--- src/rtl/bus_cap_pkg.sv ---
// Shared definitions for the 386SX write-capture block: entry layout and FSM states.
// Entry is {io, bhe, ble, A[21:1], D[15:0]}, 40 bits.
package bus_cap_pkg;

    localparam int ENTRY_W   = 40;
    localparam int ENT_IO    = 39;
    localparam int ENT_BHE   = 38;
    localparam int ENT_BLE   = 37;
    localparam int ENT_A_MSB = 36;
    localparam int ENT_A_LSB = 16;
    localparam int ENT_D_MSB = 15;

    typedef enum logic {
        ST_IDLE = 1'b0,
        ST_T2   = 1'b1
    } state_t;

    typedef logic [ENTRY_W-1:0] entry_t;

endpackage

--- src/rtl/bus_write_capture.sv ---
// Snoops the non-pipelined 386SX bus and pushes each qualified write as a 40-bit entry.
// Push lands 1 cycle after READY#; one entry is held while the FIFO is full, further ones are counted as lost.
module bus_write_capture
    import bus_cap_pkg::*;
#(
    parameter logic [1:0] ADDR_HI = 2'b00,
    parameter bit         CAP_IO  = 1'b1,
    parameter int         OVF_W   = 8
) (
    input  logic               clk,
    input  logic               reset,
    input  logic               enable,
    input  logic               ads_n,
    input  logic               ready_n,
    input  logic               w_r_n,
    input  logic               m_io_n,
    input  logic               d_c_n,
    input  logic               bhe_n,
    input  logic               ble_n,
    input  logic [22:0]        addr,
    input  logic [15:0]        data,
    input  logic               fifo_full,
    output logic               fifo_wr,
    output logic [ENTRY_W-1:0] fifo_wr_data,
    output logic               pending,
    output logic [OVF_W-1:0]   ovf_count,
    output logic               busy
);

    state_t state, state_nxt;
    logic   latch, done;

    always_ff @(posedge clk) begin
        if (reset) state <= ST_IDLE;
        else       state <= state_nxt;
    end

    // A fresh ADS# in T2 is a protocol error: drop the old cycle and track the new one.
    always_comb begin
        state_nxt = state;
        latch     = 1'b0;
        done      = 1'b0;
        case (state)
            ST_IDLE: begin
                if (!ads_n) begin
                    state_nxt = ST_T2;
                    latch     = 1'b1;
                end
            end
            ST_T2: begin
                if (!ads_n) begin
                    latch = 1'b1;
                end else if (!ready_n) begin
                    state_nxt = ST_IDLE;
                    done      = 1'b1;
                end
            end
            default: state_nxt = ST_IDLE;
        endcase
    end

    assign busy = (state == ST_T2);

    logic [22:0] addr_q;
    logic        bhe_q, ble_q, wr_q, mio_q, dc_q, en_q;

    always_ff @(posedge clk) begin
        if (reset) begin
            addr_q <= '0;
            bhe_q  <= 1'b0;
            ble_q  <= 1'b0;
            wr_q   <= 1'b0;
            mio_q  <= 1'b0;
            dc_q   <= 1'b0;
            en_q   <= 1'b0;
        end else if (latch) begin
            addr_q <= addr;
            bhe_q  <= ~bhe_n;
            ble_q  <= ~ble_n;
            wr_q   <= w_r_n;
            mio_q  <= m_io_n;
            dc_q   <= d_c_n;
            en_q   <= enable;
        end
    end

    logic   in_window, qual;
    entry_t entry;

    assign in_window = mio_q ? (addr_q[22:21] == ADDR_HI) : CAP_IO;
    assign qual      = done & en_q & wr_q & dc_q & in_window;

    always_comb begin
        entry                       = '0;
        entry[ENT_IO]               = ~mio_q;
        entry[ENT_BHE]              = bhe_q;
        entry[ENT_BLE]              = ble_q;
        entry[ENT_A_MSB:ENT_A_LSB]  = addr_q[20:0];
        entry[ENT_D_MSB:0]          = data;
    end

    entry_t hold_q;

    // Draining the hold register frees it for a completion arriving in the same cycle.
    always_ff @(posedge clk) begin
        if (reset) begin
            fifo_wr      <= 1'b0;
            fifo_wr_data <= '0;
            pending      <= 1'b0;
            hold_q       <= '0;
            ovf_count    <= '0;
        end else begin
            fifo_wr <= 1'b0;
            if (pending && !fifo_full) begin
                fifo_wr      <= 1'b1;
                fifo_wr_data <= hold_q;
                pending      <= qual;
                if (qual) hold_q <= entry;
            end else if (qual) begin
                if (!pending && !fifo_full) begin
                    fifo_wr      <= 1'b1;
                    fifo_wr_data <= entry;
                end else if (!pending) begin
                    hold_q  <= entry;
                    pending <= 1'b1;
                end else if (ovf_count != '1) begin
                    ovf_count <= ovf_count + OVF_W'(1);
                end
            end
        end
    end

endmodule
--- config.mk ---
export PLATFORM = sky130hd
export DESIGN_NAME = bus_write_capture
export DESIGN_NICKNAME = d
export VERILOG_FILES = /design/src/rtl/bus_cap_pkg.sv /design/src/rtl/bus_write_capture.sv
export SDC_FILE = /design/constraint.sdc
export NUM_CORES = 1
export LEC_CHECK = 0
export BUFFER_PORTS_ARGS = -buffer_cell sky130_fd_sc_hd__buf_2
export CORE_ASPECT_RATIO = 2
export CORE_MARGIN = 5
export CORE_UTILIZATION = 49
export DETAILED_ROUTE_END_ITERATION = 16
export GPL_TIMING_DRIVEN = 0
export PLACE_DENSITY = 0.78
export REMOVE_ABC_BUFFERS = 1
export SLEW_MARGIN = 30
export SYNTH_ARGS = -nofsm -noshare
export SYNTH_HDL_FRONTEND = slang
export SYNTH_SLANG_ARGS = --single-unit
--- constraint.sdc ---
create_clock -name clk -period 2.1 [get_ports clk]
set_clock_uncertainty 0.1 [all_clocks]
set_input_delay 0.315 -clock clk [delete_from_list [all_inputs] [get_ports clk]]
set_output_delay 0.315 -clock clk [all_outputs]
set_load 0.01 [all_outputs]
==> results.md <==
* Status: complete, but fails checks
* Failing checks: negative setup slack
* Critical-path maximum fanout at 6
* Final Non-Filler Cells at 760
* Min Tclk post-route at 2.210 ns
* Hold Path Class: in -> reg
* Final worst setup slack at -0.1097 ns
* Hold Fails Final Rpt at 0
* Layout cell share with drive strength beyond 1 at 26.59%
* Area grow syn2layout at 29.98%
* Placer Congestion at 0.8389
* R2R Path End: ovf_count[2]
* Number of max-cap violations at 0
* Critical path class: reg -> reg
* Relative slew margins at 49.11%
* Post-synth EDFFs at 0
* VDD IR max at 0.0005987 V
* CTS root buf: clkbuf_16
* Sequential standard cell area at 2406 µm²
* Worst-Margin Slew at 0.7593 ns
* Netlist Area Pre-Place at 4753 µm²
* Area of the multi-input gates at 2195 µm²
* Critical Path Start: pending
* Unrepaired setup endpoints after global routing: yes
* Die Y at 149.3 µm
* Clk slew on worst S/H paths at 0.06 ns
* CTS tree: done
* Reg-to-Reg Start: pending
* Sink Count at 120
* Design Power at 0.005674 W
* Top cells by area, synth: dfxtp_1, mux2i_1, nand2_1
* Pre-CTS setup slack at -0.7434 ns
* Sequential-to-total area share from yosys stat at 50.54%
* Yosys top cell by area: dfxtp_1
* Diodes inserted at 0
* Yosys top cell area share at 50.54%
* DR WL/cell at 15.46 µm
* DIE AREA at 11890 µm²
* Placed Cells incl. Taps at 718
* Crit end category: flip-flop
* TritonCTS buffer count at 17
* Worst setup SP type: flip-flop
* Syn_area_per_cell at 9.123 µm²
* # hold bufs at CTS at 0
* Final Setup Violations at 8
* FILL cells at 793
* First-pass GRT wire length at 19260 µm
* M1 GR Usage at 20.87%
* Worst Path Arrival at 2.46 ns
* Post-synth cell types at 41
* GRT Total Usage at 20.65%
* Met2 Resource Use GR at 37.14%
* Slew Limit Fails at 0
* Crit path to: ovf_count[2]
* Cells after synthesis at 521
* # DRC at 0
* Port Buf Inserts at 100
* Htree depth at 4
* WL final at 11750 µm
* Congestion Overflow GR at 0
* Clock latency on the worst-skew pair at 0.41 ns
* Final ANT Viol Nets at 0
* Antenna violations before repair at 0
* Die X at 79.65 µm
* Longest Clk Path Bufs at 2
* Io pins at 101
* Depth of the worst hold-timing path at 3
* Total number of vias at 4048
* Final net count at 668
* Final Cycle Share at 105.2%
* Leak at 2.370 nW
* Pre-antenna DRT Iters at 4
* YS warnings at 0
* Row count at 51
* Synth async-reset ratio at 0%
* Largest net degree at the start of global routing at 68
* Most used routing layer: met2
* Vias in the first global route at 4190
* PD cells at 918.3 nW/µm²
* Min Hold Slack at 0.03633 ns
* Max Freq at 452.6 MHz
* Worst path required time at 2.35 ns
* CORE AREA at 9635 µm²
* HPWL after DPL at 7673 µm
* Initial Utilization at 49.33%
* Reg2Reg Depth at 6
* #FFs+latches synth at 120
* Prevailing post-synth register cell: dfxtp_1
* GR Layer Usage met3 at 4.716%
* 1st-iter DRT viols at 135
* Via density at 5.326
* Register-to-register setup slack at -0.11 ns
-- where the power goes --
| part | switching (W) | total (W) | internal, W |
|---|---|---|---|
| Sequential | 0.0000254 | 0.00234 | 0.00231 |
| Combinational | 0.000110 | 0.000204 | 0.0000935 |
| Clock | 0.00102 | 0.00313 | 0.00211 |
-- sequential cells by signal, summed over array words and instances, names as in the netlist --
signal and count:
ovf_count 8, fifo_wr 1, fifo_wr_data 40, en_q 1
wr_q 1, addr_q 23, ble_q 1, pending 1
dc_q 1, mio_q 1, hold_q 40, busy 1
bhe_q 1
-- critical path: stages (launching register included) --
cell,delay (ns)
dfxtp_4,0.39
inv_4,0.04
ha_4,0.15
or3b_4,0.37
or4_4,0.47
or4_4,0.50
a21oi_2,0.13
-- Yosys cell counts, types with 2 or more instances --
master         number
buf_1               4
dlygate4sd1_1       4
o21ai_1             2
nand3_1             5
ha_1                3
nand4_1             2
or4_1               4
nand2_1            84
clkbuf_1           29
inv_1               5
and2_1              2
mux2i_1            66
o31ai_1             4
a211oi_1           40
a21oi_1            49
or3_1               2
nor2_1             71
dfxtp_1           120
buf_6               3
-- timing repair --
item                                    CTS  global route
pin swaps                                12             5
gates resized for setup                  10             9
cloned                                    1             0
setup buffers                             8             2
endpoints found under the setup margin   74            36
-- how the worst min path moves through the flow --
stage	from	endpoint	slack, ns
5_1_grt	w_r_n	wr_q	0.04
3_5_place_dp	hold_q[34]	hold_q[34]	0.35
4_1_cts	addr[18]	addr_q[18]	0.02
2_1_floorplan	reset	busy	0.28
3_3_place_gp	hold_q[1]	hold_q[1]	0.34
6_report	addr[18]	addr_q[18]	0.04
-- metal layers --
| metal | vias to the layer above | wire (µm) |
|---|---|---|
| li1 | 1993 | - |
| met5 | - | 0 |
| met4 | 0 | 355 |
| met3 | 30 | 476 |
| met1 | 1930 | 4355 |
| met2 | 95 | 6566 |
-- final cells by class --
type	instances	share of cell area, %
Clock buffer	21	7.776
Sequential cell	120	38.94
Timing Repair Buffer	117	11.95
Multi-Input combinational cell	353	35.52
Clock inverter	11	2.734
Tap cell	132	2.673
Inverter	6	0.4050
-- through the flow --
step / area, µm² / TNS [ns] / util, %
floorplan: 4542 / -77.99 / -
global route: 6178 / -0.9848 / 64.12
detailed placement: 5368 / -48.34 / 55.71
global placement: 5207 / -206.41 / 54.04
finish: 6178 / -0.4016 / 64.12
CTS: 6145 / -1.214 / 63.77
-- cell usage in the layout (no fill, tap or decap), drive strengths merged, types with 2 or more instances in the layout --
| master | n |
|---|---|
| a211oi | 40 |
| a21oi | 49 |
| and2 | 2 |
| buf | 116 |
| bufinv | 4 |
| clkbuf | 21 |
| clkinv | 4 |
| clkinvlp | 4 |
| dfxtp | 120 |
| ha | 3 |
| inv | 5 |
| mux2i | 66 |
| nand2 | 84 |
| nand3 | 5 |
| nand4 | 2 |
| nor2 | 71 |
| nor3 | 2 |
| o21ai | 3 |
| o31ai | 4 |
| or3 | 2 |
| or4 | 5 |
-- logic make-up after synthesis --
logic type      Yosys count  share of synthesized area, %
compound gates          104                         13.90
flops                   120                         50.54
simple gates            180                         15.95
buf+inv                  48                         4.922
mux                      66                         13.90
fa+ha+maj                 3                        0.7898
Note: power is estimated with default switching activity, not from simulation.
